--- src/rtl/pulse_burst_generator_pkg.sv ---
// Package: pulse_burst_generator_pkg
// Purpose: default sizing shared by the burst generator and its gap counter.
//   State encodings and zero/one constants are deliberately kept inside the
//   modules that use them; only the default widths are shared here.
package pulse_burst_generator_pkg;

  localparam int unsigned DEFAULT_WORD_WIDTH    = 16;
  localparam int unsigned DEFAULT_PENDING_WIDTH = 4;

endpackage : pulse_burst_generator_pkg

--- src/rtl/pulse_burst_generator_counter.sv ---
// Module: pulse_burst_generator_counter
// Purpose: gap down-counter between burst pulses. Loads a new value when a
//   pulse is emitted and otherwise counts down until it reaches zero, where
//   it holds.
// Ports:
//   clock      in   single clock, rising edge
//   reset      in   asynchronous active-high clear
//   load       in   load load_value this edge (has priority over counting)
//   load_value in   value to load
//   value      out  current count
//   is_zero    out  combinational flag, value == 0
module pulse_burst_generator_counter
  import pulse_burst_generator_pkg::*;
#(
  parameter int unsigned WIDTH = DEFAULT_WORD_WIDTH
) (
  input  logic             clock,
  input  logic             reset,
  input  logic             load,
  input  logic [WIDTH-1:0] load_value,
  output logic [WIDTH-1:0] value,
  output logic             is_zero
);

  assign is_zero = (value == '0);

  always_ff @(posedge clock or posedge reset) begin
    if (reset) begin
      value <= '0;
    end else if (load) begin
      value <= load_value;
    end else if (!is_zero) begin
      value <= value - WIDTH'(1);
    end
  end

endmodule : pulse_burst_generator_counter

--- src/rtl/pulse_burst_generator.sv ---
// Module: pulse_burst_generator
// Purpose: each accepted trigger emits burst_length single-cycle pulses spaced
//   burst_period cycles apart (period 0 acts as 1). Triggers arriving while a
//   burst runs are counted in a saturating pending counter and replayed in
//   order, keeping exactly one period between the last pulse of one burst and
//   the first pulse of the next.
// Ports:
//   clock          in   single clock, rising edge
//   reset          in   asynchronous active-high; clears all state
//   trigger_in     in   one trigger per cycle while high
//   burst_length   in   pulses per burst, sampled at burst start
//   burst_period   in   cycles between pulses, sampled at burst start
//   pulse_out      out  registered burst pulses
//   busy           out  registered; high during a burst and its final gap
//   pending_count  out  queued triggers not yet started
//   overflow       out  registered one-cycle pulse: trigger dropped, queue full
//   state_dbg      out  current FSM state (0 = IDLE, 1 = ACTIVE)
//
// Handshake: trigger_in is a valid-only strobe with no ready. Every high
//   cycle is one trigger; it either starts a burst, is queued, is ignored
//   (burst_length 0 while idle) or is dropped and reported on overflow.
module pulse_burst_generator
  import pulse_burst_generator_pkg::*;
#(
  parameter int unsigned WORD_WIDTH    = DEFAULT_WORD_WIDTH,
  parameter int unsigned PENDING_WIDTH = DEFAULT_PENDING_WIDTH
) (
  input  logic                     clock,
  input  logic                     reset,
  input  logic                     trigger_in,
  input  logic [WORD_WIDTH-1:0]    burst_length,
  input  logic [WORD_WIDTH-1:0]    burst_period,
  output logic                     pulse_out,
  output logic                     busy,
  output logic [PENDING_WIDTH-1:0] pending_count,
  output logic                     overflow,
  output logic                     state_dbg
);

  typedef enum logic {
    IDLE   = 1'b0,
    ACTIVE = 1'b1
  } state_t;

  state_t                  state;
  logic [WORD_WIDTH-1:0]   remaining;
  logic [WORD_WIDTH-1:0]   p_lat;
  logic [WORD_WIDTH-1:0]   gap;
  logic                    gap_zero;

  logic [WORD_WIDTH-1:0]   p_eff;
  logic                    start;       // a burst entry is consumed this edge
  logic                    start_pulse; // ... and it has at least one pulse
  logic                    from_queue;  // the consumed entry came from pending
  logic                    reload;      // next pulse of the running burst
  logic                    go_idle;
  logic                    queue_trig;  // trigger_in must go to the queue
  logic                    pending_inc;
  logic                    drop;
  logic                    gap_load;
  logic [WORD_WIDTH-1:0]   gap_load_value;

  assign state_dbg = state;
  assign p_eff     = (burst_period == '0) ? WORD_WIDTH'(1) : burst_period;

  always_comb begin
    start      = 1'b0;
    from_queue = 1'b0;
    reload     = 1'b0;
    go_idle    = 1'b0;
    queue_trig = 1'b0;
    case (state)
      IDLE: begin
        // A zero-length request while idle is ignored outright.
        start = trigger_in && (burst_length != '0);
      end
      ACTIVE: begin
        if (!gap_zero) begin
          queue_trig = trigger_in;
        end else if (remaining != '0) begin
          reload     = 1'b1;
          queue_trig = trigger_in;
        end else if (pending_count != '0) begin
          start      = 1'b1;
          from_queue = 1'b1;
          queue_trig = trigger_in;
        end else if (trigger_in) begin
          start = 1'b1;
        end else begin
          go_idle = 1'b1;
        end
      end
      default: go_idle = 1'b1;
    endcase

    // A zero-length entry is consumed without a pulse; the gap stays 0 so
    // the next cycle re-evaluates the queue.
    start_pulse = start && (burst_length != '0);

    // Dequeue on the same edge frees a slot, so a full queue only drops when
    // nothing is being taken out.
    drop        = queue_trig && (&pending_count) && !from_queue;
    pending_inc = queue_trig && !drop;

    gap_load       = start_pulse || reload;
    gap_load_value = start_pulse ? (p_eff - WORD_WIDTH'(1))
                                 : (p_lat - WORD_WIDTH'(1));
  end

  pulse_burst_generator_counter #(
    .WIDTH(WORD_WIDTH)
  ) u_gap_counter (
    .clock      (clock),
    .reset      (reset),
    .load       (gap_load),
    .load_value (gap_load_value),
    .value      (gap),
    .is_zero    (gap_zero)
  );

  always_ff @(posedge clock or posedge reset) begin
    if (reset) begin
      state         <= IDLE;
      pulse_out     <= 1'b0;
      busy          <= 1'b0;
      pending_count <= '0;
      overflow      <= 1'b0;
      remaining     <= '0;
      p_lat         <= '0;
    end else begin
      pulse_out <= start_pulse || reload;
      overflow  <= drop;

      if (pending_inc && !from_queue) begin
        pending_count <= pending_count + PENDING_WIDTH'(1);
      end else if (from_queue && !pending_inc) begin
        pending_count <= pending_count - PENDING_WIDTH'(1);
      end

      if (start) begin
        state <= ACTIVE;
        busy  <= 1'b1;
        if (start_pulse) begin
          remaining <= burst_length - WORD_WIDTH'(1);
          p_lat     <= p_eff;
        end else begin
          remaining <= '0;
        end
      end else if (reload) begin
        remaining <= remaining - WORD_WIDTH'(1);
      end else if (go_idle) begin
        state <= IDLE;
        busy  <= 1'b0;
      end
    end
  end

endmodule : pulse_burst_generator

--- config.mk ---
export PLATFORM = sky130hd
export DESIGN_NAME = pulse_burst_generator
export DESIGN_NICKNAME = d
export VERILOG_FILES = /design/src/rtl/pulse_burst_generator_pkg.sv /design/src/rtl/pulse_burst_generator_counter.sv /design/src/rtl/pulse_burst_generator.sv
export SDC_FILE = /design/constraint.sdc
export NUM_CORES = 1
export LEC_CHECK = 0
export BUFFER_PORTS_ARGS = -buffer_cell sky130_fd_sc_hd__buf_2
export CAP_MARGIN = 20
export CORE_UTILIZATION = 45
export DETAILED_ROUTE_END_ITERATION = 10
export PLACE_DENSITY = 0.62
export SLEW_MARGIN = 0
export SYNTH_ARGS = -nofsm -noshare
export SYNTH_HDL_FRONTEND = slang
export SYNTH_SLANG_ARGS = --single-unit
export TNS_END_PERCENT = 10
--- constraint.sdc ---
create_clock -name clock -period 3.9 [get_ports clock]
set_clock_uncertainty 0.15 [all_clocks]
set_input_delay 0.585 -clock clock [delete_from_list [all_inputs] [get_ports clock]]
set_output_delay 0.585 -clock clock [all_outputs]
set_load 0.05 [all_outputs]
# Word level (Yosys, flattened, before mapping)
# Cells that the tools add are included.
# totals
regBits,55
latch_bits,0
ramBits,0
rom_bits,0
inputBits,35
output_inout_bits,8
word_cells,72
memories,0
# classes
n_addsub,7
multipliers,0
n_div,0
n_lt_le_gt_ge,0
n_eq_ne,2
shift,0
mux,33
n_bitwise,1
n_reduce_logical,22
# ops
operator,n
$mux W16,7
$sub A16 B1 Y16 const B,5
$logic_not A16 Y1,2
$reduce_bool A16 Y1,2
$mux W1,23
$mux W4,2
$logic_and A1 B1 Y1,7
$reduce_bool A2 Y1,3
$add A4 B1 Y4 const B,1
$reduce_and A2 Y1,2
$reduce_and A4 Y1,1
$reduce_bool A4 Y1,1
$sub A4 B1 Y4 const B,1
$logic_not A1 Y1,3
$ne A2 B1 Y1 const B,1
$ne A2 B2 Y1 const B,1
$pmux W1 S2,1
$logic_or A1 B1 Y1,1
$not A1 Y1,1

# Depth between registers and ports, before layout
# logic_depth
ltp_word,13
depth_mapped,15
depth_no_buf,14

# Modules after synthesis
# Synthesis repeated with hierarchy kept, for this count alone.
# hier_totals
hier_cells,457
hier_area_um2,4063.9
# by_module_without_submodules
mod,instances,cells_per_inst,area_per_inst_um2,seq_area_each_um2
pulse_burst_generator,1,347,3029.2,975.9
pulse_burst_generator_counter,1,110,1034.7,400.4

# Least setup slack after synthesis
# No wires, ideal clock.
# synth_path
path_kind,register to register
start,"reg state, in the netlist state_dbg"
end,reg u_gap_counter.value[8]
setup_time_ps,78
arrival_time_ps,3419
setup_slack_ps,253
path_stages_with_launch,12
path_buffers,3
synth_period_minus_slack_ps,3647
cell_sequence,dfrtp_1 -> clkbuf_1 -> clkinv_1 -> a2111oi_2 -> clkbuf_1 -> buf_2 -> a21oi_1 -> o21a_1 -> ha_1 -> o21a_1 -> a31o_2 -> a21oi_1
# synth_via
elab_chain_cells,5
word_cells_on_any_way,8
cone_classes,eq/ne (1); mux (4); bitwise (1); reduce/logical (2)
# synth_lines
element,line,rtl
from (decl),pulse_burst_generator.sv:45,state_t state;
from (signal assigned),pulse_burst_generator.sv:123,state <= IDLE;
from (signal assigned),pulse_burst_generator.sv:141,state <= ACTIVE;
from (signal assigned),pulse_burst_generator.sv:152,state <= IDLE;
$not A1 Y1,pulse_burst_generator.sv:72,case (state)
$pmux W1 S2,pulse_burst_generator.sv:72,
$logic_and A1 B1 Y1,pulse_burst_generator.sv:98,start_pulse = start && (burst_length != '0);
$mux W16 / $logic_or A1 B1 Y1 (equally long branches),"pulse_burst_generator.sv:106, pulse_burst_generator.sv:105",
$mux W16 / $ne A2 B1 Y1 (equally long branches),-,
to (signal assigned),pulse_burst_generator_counter.sv:31,value <= load_value;
to (signal assigned),pulse_burst_generator_counter.sv:33,value <= value - WIDTH'(1);
to (decl),pulse_burst_generator_counter.sv:21,"output logic [WIDTH-1:0] value,"
# Parallel ways exist; a longest one is shown, timed or not.
# A chain may end at the register's enable or synchronous reset.

# Worst setup path after layout
# layout_path
start,reg remaining[10]
end,reg pending_count[3]
# layout_via
elab_chain_cells,11
word_cells_on_any_way,17
cone_classes,mux (7); reduce/logical (10)
# layout_lines
element,line,rtl
from (decl),pulse_burst_generator.sv:46,logic [WORD_WIDTH-1:0] remaining;
from (signal assigned),pulse_burst_generator.sv:144,remaining <= burst_length - WORD_WIDTH'(1);
from (signal assigned),pulse_burst_generator.sv:150,remaining <= remaining - WORD_WIDTH'(1);
$reduce_bool A16 Y1 *,pulse_burst_generator.sv:80,end else if (remaining != '0) begin
$mux W1,pulse_burst_generator.sv:80,
$mux W1,pulse_burst_generator.sv:78,if (!gap_zero) begin
$mux W1,pulse_burst_generator.sv:72,
$logic_and A1 B1 Y1 / $logic_not A1 Y1 (equally long branches),"pulse_burst_generator.sv:102, pulse_burst_generator.sv:134",
$logic_and A1 B1 Y1,pulse_burst_generator.sv:102,drop = queue_trig && (&pending_count) && !from_queue;
$logic_not A1 Y1,pulse_burst_generator.sv:103,pending_inc = queue_trig && !drop;
$logic_and A1 B1 Y1,pulse_burst_generator.sv:103,
$logic_not A1 Y1,pulse_burst_generator.sv:136,end else if (from_queue && !pending_inc) begin
$logic_and A1 B1 Y1,pulse_burst_generator.sv:136,
$reduce_bool A2 Y1 (no source line),-,
to (signal assigned),pulse_burst_generator.sv:135,pending_count <= pending_count + PENDING_WIDTH'(1);
to (signal assigned),pulse_burst_generator.sv:137,pending_count <= pending_count - PENDING_WIDTH'(1);
to (decl),pulse_burst_generator.sv:35,"output logic [PENDING_WIDTH-1:0] pending_count,"
# Mark *: on every way between the ends. The rest lies on a longest branch, timed or not.

==> run_results.csv <==
group,metric,value,unit
floorplan,design.portCount,43,
sta,min_period,3472,ps
floorplan,die_w,93.83,um
worst_setup_path,cp-start-kind,"flop",
floorplan,row_count,33,
finish,num-fill-cells,777,
finish,post_route_cells_drive_above_1_share,0.1793,
finish,finalNonFillerCells,607,
route,drt_iter0_markers,238,
global_routing,grt_overflow,0,
placed_design,port_buffers,42,
clock_network,clk-insertion-delay-late,310,ps
global_routing,grt_max_degree,44,
flow_run,timing.max_cap.violations,0,
route,drc_errors,0,
finish,final_design_area_no_fill,4349,sq um
clock_network,clock_tree_buffer_depth,2,
route,drt_pass1_iterations,5,
floorplan,effective_utilization_at_floorplan,0.4642,
global_routing,first_global_vias,3534,
clock_network,clk_root_buffer_cell,"sky130_fd_sc_hd__clkbuf_8",
worst_setup_path,setup.worst_path.start,"remaining[10]$_DFFE_PP0P_",
clock_network,worst_setup_hold_path_clk_slew,110,ps
finish,area_delta_synth_final,14.61,%
placed_design,pre_cts_ws,391.6,ps
logic_synthesis,number_of_flops_mapped_to_enable_cells_by_yosys,0,
floorplan,floorplan.die_area,8804,sq um
sta,finalHoldWorstSlack,101.8,ps
logic_synthesis,syn_avg_cell_area,8.377,sq um
sta,slew_violations,0,
min_path,worst_hold_check_path_type,"in2async",
logic_synthesis,synth_top_flop_cell,"sky130_fd_sc_hd__dfrtp_1",
route,detail_route.vias_per_cell,6.155,
logic_synthesis,synth_async_sr_flop_share,1.000,
finish,postLayoutCoreUtil,0.5320,
clock_network,cts_sinks,55,
finish,layout.area.seq,1376,sq um
finish,n_antenna_cell,0,
clock_network,post-cts-setup-buffers,0,
clock_network,cts_made_buffers,5,
worst_setup_path,worstSetupPathType,"reg2reg",
placed_design,place_congestion,0.8401,
worst_setup_path,timing.critical_path.required,3950,ps
worst_setup_path,crit_arrival,3530,ps
power,peakVddDrop,246.2,uV
sta,setup_viol,0,
placed_design,post-dp-hpwl,7.786,mm
power,p_leak,1.931,nW
worst_setup_path,worst-r2r-setup-slack,430,ps
route,vias,3736,
worst_setup_path,critical_path.endpoint_type,"flop",
sta,achievable-frequency,288.0,MHz
worst_setup_path,peak_fanout_along_the_critical_path,6,
global_routing,grt.total_usage,0.2517,
sta,finalHoldViolCount,0,
sta,fin_crit_sh,0.8902,
floorplan,placeableCoreArea,8175,sq um
sta,unrepaired_setup_endpoints_after_global_routing,"no",
route,residual_antenna_violating_net_count_after_detailed_routing,0,
logic_synthesis,synth_seq_cells,55,
finish,number_of_nets_in_the_layout,544,
worst_setup_path,rr_endpoint,"pending_count[3]$_DFFE_PP0P_",
worst_setup_path,crit-reg2reg-launch,"remaining[10]$_DFFE_PP0P_",
worst_setup_path,ff2ff_path_depth,13,
route,drt_wl_total,10.34,mm
clock_network,cts_resizes,0,
global_routing,grt_first_pass_wirelength,17.44,mm
global_routing,antenna_violations_before_repair,0,
finish,multi_input_area,2298,sq um
power,pwr_density_cell,474.3,nW/um^2
logic_synthesis,syn_nets,496,
placed_design,detailed_place.area,4230,sq um
sta,fin_ws,428.0,ps
sta,tightest_slew_margin_relative_to_the_limit,0.5494,
logic_synthesis,post_synth_num_cell_types,67,
floorplan,die-height,93.83,um
run_status,outcome,"finished clean",
logic_synthesis,syn-cell-area,3795,sq um
route,wl_per_cell,17.03,um
clock_network,cts_max_level,2,
logic_synthesis,ys_warn_count,0,
clock_network,ctsHoldBuffers,0,
logic_synthesis,fraction_of_the_yosys_area_taken_by_sequential_cells,0.3627,
power,power.total,2.063,mW
placed_design,placed_cells,598,
sta,totalNegativeSetupSlack,0,ps
sta,worst_pin_slew,670.8,ps
clock_network,cts_tree,"done",
logic_synthesis,syn-instance-count,453,
-- worst max-delay path, cell delays in order, from the launching register on --
cell	delay, ps
sky130_fd_sc_hd__dfrtp_1	450
sky130_fd_sc_hd__nor4_1	480
sky130_fd_sc_hd__nand4_1	310
sky130_fd_sc_hd__nor3_1	420
sky130_fd_sc_hd__nor2_1	90
sky130_fd_sc_hd__nor4_1	190
sky130_fd_sc_hd__ha_1	230
sky130_fd_sc_hd__inv_1	90
sky130_fd_sc_hd__ha_1	280
sky130_fd_sc_hd__a21o_1	170
sky130_fd_sc_hd__a21oi_1	170
sky130_fd_sc_hd__xnor2_1	130
sky130_fd_sc_hd__nor2_1	60
sky130_fd_sc_hd__xor2_1	140
-- power by group --
| part | leakage [nW] | internal (mW) | switching, mW | total, mW |
|---|---|---|---|---|
| Clock | 0.0474 | 0.146 | 0.209 | 0.355 |
| Combinational | 1.19 | 0.349 | 0.511 | 0.860 |
| Sequential | 0.693 | 0.713 | 0.135 | 0.848 |
-- sequential cells by signal, indices dropped and copies added, names as in the netlist --
name                 count
p_lat                   16
state_dbg                1
pulse_out                1
u_gap_counter.value     16
pending_count            4
overflow                 1
remaining               16
-- logic make-up (layout without fill, tap and decap cells) --
kind of cell             after synthesis  in the layout  synth area share
flip-flops                            55             55            0.3627
XOR/XNOR                              24             24           0.05539
adder cells (fa/ha/maj)                8              8           0.02835
multiplexers                           6              6           0.01616
AO/OA/AOI/OAI                        129            129            0.2456
buffers and inverters                 38             87           0.04022
AND/OR/NAND/NOR                      193            193            0.2516
-- worst max-delay path by stage --
stage / to / slack (ps) / cells past startpoint
2_1_floorplan: u_gap_counter.value[8]$_DFFE_PP0P_ / 250 / 11
3_3_place_gp: u_gap_counter.value[14]$_DFFE_PP0P_ / 480 / 10
3_5_place_dp: u_gap_counter.value[14]$_DFFE_PP0P_ / 390 / 10
4_1_cts: pending_count[3]$_DFFE_PP0P_ / 430 / 13
5_1_grt: pending_count[3]$_DFFE_PP0P_ / 80 / 13
6_report: pending_count[3]$_DFFE_PP0P_ / 430 / 13
-- metal layers --
metal	wire, um	vias up	track usage	part of all wire
met5	0	-	0	0
met4	88	0	0.05641	0.0085
met3	584	10	0.03479	0.056
met2	5007	142	0.4221	0.48
met1	4658	1805	0.3432	0.45
li1	-	1779	-	-
-- synth_stat cells (2+ instances only) --
| library cell | instances | share of area |
|---|---|---|
| sky130_fd_sc_hd__dfrtp_1 | 55 | 0.36 |
| sky130_fd_sc_hd__nand2_1 | 50 | 0.049 |
| sky130_fd_sc_hd__nor2_1 | 47 | 0.046 |
| sky130_fd_sc_hd__a21oi_1 | 27 | 0.036 |
| sky130_fd_sc_hd__nor3_1 | 22 | 0.029 |
| sky130_fd_sc_hd__o21ai_0 | 21 | 0.028 |
| sky130_fd_sc_hd__xnor2_1 | 18 | 0.042 |
| sky130_fd_sc_hd__clkbuf_1 | 15 | 0.015 |
| sky130_fd_sc_hd__nand3_1 | 15 | 0.020 |
| sky130_fd_sc_hd__inv_1 | 14 | 0.014 |
| sky130_fd_sc_hd__nor4_1 | 13 | 0.021 |
| sky130_fd_sc_hd__a21o_1 | 11 | 0.022 |
| sky130_fd_sc_hd__nand4_1 | 10 | 0.016 |
| sky130_fd_sc_hd__a31oi_1 | 9 | 0.015 |
| sky130_fd_sc_hd__or3_1 | 9 | 0.015 |
| sky130_fd_sc_hd__o21a_1 | 8 | 0.016 |
| sky130_fd_sc_hd__ha_1 | 7 | 0.023 |
| sky130_fd_sc_hd__a221o_1 | 6 | 0.016 |
| sky130_fd_sc_hd__o22a_1 | 6 | 0.014 |
| sky130_fd_sc_hd__xor2_1 | 6 | 0.014 |
| sky130_fd_sc_hd__a211oi_1 | 5 | 0.0099 |
| sky130_fd_sc_hd__buf_2 | 5 | 0.0066 |
| sky130_fd_sc_hd__mux2i_1 | 5 | 0.013 |
| sky130_fd_sc_hd__and3_1 | 4 | 0.0066 |
| sky130_fd_sc_hd__or4_1 | 4 | 0.0079 |
| sky130_fd_sc_hd__a211o_1 | 3 | 0.0069 |
| sky130_fd_sc_hd__and2_1 | 3 | 0.0049 |
| sky130_fd_sc_hd__o22ai_1 | 3 | 0.0049 |
| sky130_fd_sc_hd__o31ai_1 | 3 | 0.0059 |
| sky130_fd_sc_hd__or2_2 | 3 | 0.0049 |
| sky130_fd_sc_hd__a2111oi_0 | 2 | 0.0046 |
| sky130_fd_sc_hd__a22oi_1 | 2 | 0.0040 |
| sky130_fd_sc_hd__and3b_1 | 2 | 0.0046 |
| sky130_fd_sc_hd__and4_1 | 2 | 0.0046 |
| sky130_fd_sc_hd__buf_1 | 2 | 0.0020 |
| sky130_fd_sc_hd__nand2b_1 | 2 | 0.0033 |
| sky130_fd_sc_hd__nor3b_1 | 2 | 0.0040 |
| sky130_fd_sc_hd__o2111ai_1 | 2 | 0.0046 |
| sky130_fd_sc_hd__o211ai_1 | 2 | 0.0040 |
-- layout make-up --
type	instances	share of cell area
Clock buffer	6	0.01899
Clock inverter	2	0.003740
Inverter	15	0.01295
Multi-Input combinational cell	360	0.5285
Sequential cell	55	0.3165
Tap cell	105	0.03021
Timing Repair Buffer	64	0.08918
-- layout by cell type (no fill, tap or decap), types with 4 or more instances in the layout --
cell,netlist,routed
sky130_fd_sc_hd__dfrtp_1,55,55
sky130_fd_sc_hd__nand2_1,50,50
sky130_fd_sc_hd__nor2_1,47,47
sky130_fd_sc_hd__buf_2,5,42
sky130_fd_sc_hd__a21oi_1,27,27
sky130_fd_sc_hd__nor3_1,22,22
sky130_fd_sc_hd__o21ai_0,21,21
sky130_fd_sc_hd__buf_4,1,21
sky130_fd_sc_hd__xnor2_1,18,18
sky130_fd_sc_hd__nand3_1,15,15
sky130_fd_sc_hd__nor4_1,13,13
sky130_fd_sc_hd__inv_1,14,13
sky130_fd_sc_hd__a21o_1,11,11
sky130_fd_sc_hd__nand4_1,10,10
sky130_fd_sc_hd__or3_1,9,9
sky130_fd_sc_hd__a31oi_1,9,9
sky130_fd_sc_hd__o21a_1,8,8
sky130_fd_sc_hd__ha_1,7,7
sky130_fd_sc_hd__a221o_1,6,6
sky130_fd_sc_hd__o22a_1,6,6
sky130_fd_sc_hd__xor2_1,6,6
sky130_fd_sc_hd__clkbuf_8,0,6
sky130_fd_sc_hd__mux2i_1,5,5
sky130_fd_sc_hd__a211oi_1,5,5
sky130_fd_sc_hd__or4_1,4,4
sky130_fd_sc_hd__and3_1,4,4
No activity file was read; power rests on OpenSTA's default activity.
